==> config.mk <==
export PLATFORM = sky130hd
export DESIGN_NAME = clk_pulse_divider
export DESIGN_NICKNAME = d
export VERILOG_FILES = /design/src/rtl/clk_div_pkg.sv /design/src/rtl/clk_pulse_divider.sv
export SDC_FILE = /design/constraint.sdc
export NUM_CORES = 1
export LEC_CHECK = 0
export ABC_AREA = 1
export CAP_MARGIN = 30
export CORE_ASPECT_RATIO = 0.8
export CORE_MARGIN = 2
export CORE_UTILIZATION = 62
export CTS_CLUSTER_DIAMETER = 40
export CTS_CLUSTER_SIZE = 25
export DETAILED_ROUTE_END_ITERATION = 12
export PLACE_DENSITY_LB_ADDON = 0.08
export SLEW_MARGIN = 25
export SYNTH_ARGS = -nofsm -noshare
export SYNTH_HDL_FRONTEND = slang
export SYNTH_SLANG_ARGS = --single-unit
==> constraint.sdc <==
create_clock -name clk -period 2.98 [get_ports clk]
set_clock_uncertainty 0.15 [all_clocks]
set_input_delay 0.894 -clock clk [delete_from_list [all_inputs] [get_ports clk]]
set_output_delay 0.894 -clock clk [all_outputs]
set_load 0.01 [all_outputs]
==> src/rtl/clk_div_pkg.sv <==
// Shared constants for the core clock pulse divider: mode encodings and default widths.
package clk_div_pkg;

   localparam logic MODE_PULSE = 1'b0;
   localparam logic MODE_AUTO  = 1'b1;

   localparam int unsigned COUNTER_BITS_DEF = 32;
   localparam int unsigned PULSE_BITS_DEF   = 12;

endpackage

==> src/rtl/clk_pulse_divider.sv <==
// Core clock generator. In pulse mode it emits N single-cycle pulses on command, and in
// auto mode it emits a free-running clock divided by 2*divider.
// Optional feature macro: CLK_PULSE_DIVIDER_BUSY_EN adds a registered `busy` output.
module clk_pulse_divider
   import clk_div_pkg::*;
#(
   parameter int unsigned COUNTER_BITS       = COUNTER_BITS_DEF,
   parameter int unsigned PULSE_CONTROL_BITS = PULSE_BITS_DEF
) (
   input  logic                          clk,
   input  logic                          reset,
   input  logic                          write_pulse,
   input  logic                          option,
   input  logic                          out_enable,
   input  logic [COUNTER_BITS-1:0]       divider,
   input  logic [PULSE_CONTROL_BITS-1:0] pulse,
   output logic                          clk_o
`ifdef CLK_PULSE_DIVIDER_BUSY_EN
   , output logic                        busy
`endif
);

   logic                          clk_o_q, clk_o_d;
   logic [PULSE_CONTROL_BITS-1:0] remaining_q, remaining_d;
   logic [COUNTER_BITS-1:0]       div_cnt_q, div_cnt_d;
   logic [COUNTER_BITS-1:0]       half_period;
   logic                          half_done;

   // Effective half-period (divider of 0 behaves like 1) and its terminal-count compare.
   always_comb begin
      half_period = (divider == '0) ? COUNTER_BITS'(1) : divider;
      // >= rather than == so a divider lowered mid-period toggles on the very next edge.
      half_done   = (div_cnt_q >= (half_period - COUNTER_BITS'(1)));
   end

   // Next-state: a load dominates; otherwise pulse or auto rules, and clk_o falls when disabled.
   always_comb begin
      clk_o_d     = 1'b0;
      remaining_d = remaining_q;
      div_cnt_d   = div_cnt_q;
      if (write_pulse) begin
         remaining_d = pulse;
         if (option == MODE_PULSE) begin
            div_cnt_d = '0;
         end
      end else if (option == MODE_PULSE) begin
         div_cnt_d = '0;
         // A high phase always lasts one cycle, so a new pulse starts only from low.
         if (out_enable && !clk_o_q && (remaining_q != '0)) begin
            clk_o_d     = 1'b1;
            remaining_d = remaining_q - PULSE_CONTROL_BITS'(1);
         end
      end else if (out_enable) begin
         if (half_done) begin
            div_cnt_d = '0;
            clk_o_d   = ~clk_o_q;
         end else begin
            div_cnt_d = div_cnt_q + COUNTER_BITS'(1);
            clk_o_d   = clk_o_q;
         end
      end
   end

   // State registers with asynchronous reset that aborts any burst immediately.
   always_ff @(posedge clk or posedge reset) begin
      if (reset) begin
         clk_o_q     <= 1'b0;
         remaining_q <= '0;
         div_cnt_q   <= '0;
      end else begin
         clk_o_q     <= clk_o_d;
         remaining_q <= remaining_d;
         div_cnt_q   <= div_cnt_d;
      end
   end

   assign clk_o = clk_o_q;

`ifdef CLK_PULSE_DIVIDER_BUSY_EN
   logic busy_q, busy_d;

   // Busy reflects the state being entered, so it drops on the edge that ends the last pulse.
   always_comb begin
      busy_d = (option == MODE_PULSE) && ((remaining_d != '0) || clk_o_d);
   end

   // Registered busy flag.
   always_ff @(posedge clk or posedge reset) begin
      if (reset) begin
         busy_q <= 1'b0;
      end else begin
         busy_q <= busy_d;
      end
   end

   assign busy = busy_q;
`endif

endmodule

==> impl_metrics.py <==
metrics = {
    "outcome": {
        "status": "complete, but fails checks",
        "violations": "setup timing",
    },
    "min_path": {
        "hold_path_depth": 2,
        "hp-class": "reg2reg",
    },
    "job": {
        "maxCapViolations": 0,
    },
    "grt": {
        "met3_usage_pct": 8.596,
        "grt_pass1_vias": 5704,
        "met1_usage_pct": 53.74,
        "grt_pass1_wl_mm": 27.92,
        "grt_max_degree": 46,
        "use_met2_pct": 74.17,
        "grtUsageTotal_pct": 43.75,
        "busiest_layer": "met2",
        "overflow": 0,
        "antenna_found_initial": 0,
    },
    "floorplanning": {
        "start_util_pct": 63.72,
        "row_count": 28,
        "die_y_um": 81.78,
        "die-area_um2": 8277,
        "fp.coreArea_um2": 7357,
        "chipWidth_um": 101.2,
        "ios": 50,
    },
    "sta": {
        "slew_headroom_pct": 59.11,
        "slew_viol_final": 0,
        "worst_pin_slew_ns": 0.6134,
        "fin_ws_ns": -0.9886,
        "tns_ns": -30.04,
        "rsz0062_at_grt": "true",
        "finalCriticalPeriod_ns": 3.969,
        "post-route-period-util_pct": 133.2,
        "hold_violations": 0,
        "finalSetupViolations": 33,
        "fmax_mhz": 252.0,
    },
    "setup_path": {
        "crit_buf_inv": 4,
        "cp_top_family": "simple AND/OR/NAND/NOR gates",
        "critical_path_class": "in2reg",
        "ff2ff_setup_slack_ns": 0.60,
        "cp_num_cells": 18,
        "cp_max_fo": 6,
        "slowest_stage": "or2_2",
        "path_cells": "buf_4 -> buf_4 -> or2_2 -> nor2_2 -> nand2_1 -> nor3_1 -> nand2_1 -> xor2_1 -> ha_1 -> a21oi_1 -> o21ai_0 -> nand2_1 -> nand3_2 -> nor2_4 -> nand2_8 -> buf_12 -> buf_12 -> o21ai_2",
        "r2r_cells": 10,
        "worst_path_largest_cell_delay_ns": 0.33,
        "crit_required_ns": 3.06,
        "critPathArrivalTime_ns": 4.05,
        "cp_common_cell": "nand2_1",
        "critPathLaunchType": "input pin",
        "crit_path_end_kind": "flip-flop",
    },
    "finish": {
        "mostFrequentLayoutCell": "nand2_1",
        "nFillCells": 309,
        "final_cell_mix": "nand2_1 (201), buf_4 (111), inv_1 (86)",
        "syn_to_final_growth_pct": 42.67,
        "final_util_pct": 90.92,
        "drive_above_1_share_pct": 32.95,
        "diodes": 0,
        "layout.nets": 951,
    },
    "clock_tree": {
        "cts_max_level": 2,
        "cts_made_buffers": 5,
        "cts_root_buffer": "clkbuf_8",
        "clkTransAtPathRegs_ns": 0.09,
        "clock-sinks": 45,
        "cts_tree": "done",
        "clock_path_buffers": 2,
        "clock_latency_ns": 0.31,
    },
    "logic_synthesis": {
        "synth_seq_cells": 45,
        "netlist_instances": 701,
        "synthesis.nets": 785,
        "synth_cell_types": 34,
        "yosysWarnings": 0,
        "ys_seq_area_share_pct": 24.02,
        "avgSynthCellArea_um2": 6.688,
        "syn_area_um2": 4688,
        "synth.top_cell.area_share_pct": 24.02,
        "synth_top_area_cell": "dfrtp_1",
        "netlist_top_cells_area": "dfrtp_1 (24%), nand2_1 (17%), ha_1 (9.3%), nor2_1 (7.1%), inv_1 (7.0%)",
    },
    "detailed_routing": {
        "drt-initial-drc-count": 831,
        "viasPerCell": 6.287,
        "drt-total-wl_mm": 19.56,
        "wire_per_inst_um": 20.42,
        "vias": 6023,
        "drc_errors": 0,
        "postRouteAntennaNets": 0,
        "first_pass_iters": 7,
    },
    "pwr": {
        "peakVddDrop_v": 0.0002718,
        "p_per_area_nw_per_um2": 262.2,
        "leakage_nw": 3.116,
    },
    "place": {
        "place_hpwl_mm": 12.13,
        "port_buffers": 49,
        "gp_congestion": 0.9995,
    },
}
==> cells by family (layout without fill, tap and decap cells) <==
logic type,Yosys count,after routing,share of synthesized area [%]
xor+xnor,52,52,9.715
simple gates,399,399,37.58
buf+inv,98,265,8.513
compound gates,72,72,10.84
fa+ha+maj,35,35,9.341
flops,45,45,24.02
==> where the power goes <==
group	internal (mW)	switching [mW]	total (mW)
clock	0.253	0.242	0.495
sequential	0.644	0.0389	0.683
combinational	0.260	0.316	0.576
total	1.16	0.597	1.75
==> worst register-to-register path: stages, from the launching register on <==
cell     delay [ns]
dfrtp_1        0.49
ha_1           0.37
a21oi_1        0.17
o21ai_0        0.14
nand2_1        0.12
nand3_2        0.11
nor2_4         0.22
nand2_8        0.11
buf_12         0.15
buf_12         0.14
o21ai_2        0.14
==> final timing paths <==
kind / from / to
min in group asynchronous: reset / remaining_q[7]$_DFFE_PP0P_
max in group asynchronous: reset / clk_o$_DFFE_PP0P_
setup reg to reg: div_cnt_q[25]$_DFFE_PP0P_ / div_cnt_q[25]$_DFFE_PP0P_
hold / removal: remaining_q[11]$_DFFE_PP0P_ / remaining_q[11]$_DFFE_PP0P_
hold reg to reg: remaining_q[11]$_DFFE_PP0P_ / remaining_q[11]$_DFFE_PP0P_
setup / recovery: divider[15] / div_cnt_q[25]$_DFFE_PP0P_
==> metal layers <==
layer / vias to the layer above / share of wire, %
li1: 2563 / -
met1: 2679 / 34
met2: 581 / 45
met3: 200 / 14
met4: 0 / 7.0
met5: - / 0
==> synthesized netlist by cell type (all sizes together) <==
master / n
xor2: 37
clkbuf: 4
inv: 89
nor2: 102
nand3: 31
buf: 5
nor3: 28
xnor2: 15
o31ai: 1
o21ai: 46
nand3b: 2
dfrtp: 45
o21a: 1
nand2: 220
a21oi: 18
nor4: 2
ha: 35
nand4: 10
o211ai: 6
or2: 4
==> flip-flops by register name, summed over array words and instances (netlist names) <==
register / cells
clk_o: 1
remaining_q: 12
div_cnt_q: 32
==> what timing repair did <==
item | CTS | global route
hold buffers | 0 | 0
pin swaps | 45 | 36
endpoints found under the setup margin | 33 | 33
buffers inserted | 31 | 1
gates resized for setup | 183 | 60
gates cloned | 2 | 0
==> area by class of cell <==
class / count / area, um^2 / share of cell area [%]
Sequential cell: 45 / 1126 / 16.84
Multi-Input combinational cell: 558 / 3478 / 52.00
Clock buffer: 6 / 72.57 / 1.085
Timing Repair Buffer: 168 / 1526 / 22.82
Clock inverter: 2 / 38.79 / 0.5799
Inverter: 89 / 334.1 / 4.994
Tap cell: 90 / 112.6 / 1.684
==> through the flow <==
stage | power [mW] | hold slack [ns] | area, um^2 | setup slack (ns) | instances
detailed placement | 1.176 | 0.3497 | 6001 | -1.525 | 919
floorplan | 0.9380 | 0.3152 | 4761 | -0.6815 | 701
finish | 1.754 | 0.3613 | 6689 | -0.9886 | 958
global placement | 1.149 | 0.3324 | 6001 | -1.301 | 919
global route | 1.805 | 0.3951 | 6689 | -1.123 | 958
CTS | 1.684 | 0.3642 | 6457 | -0.6739 | 959
Power figures use the tool's default switching activity.
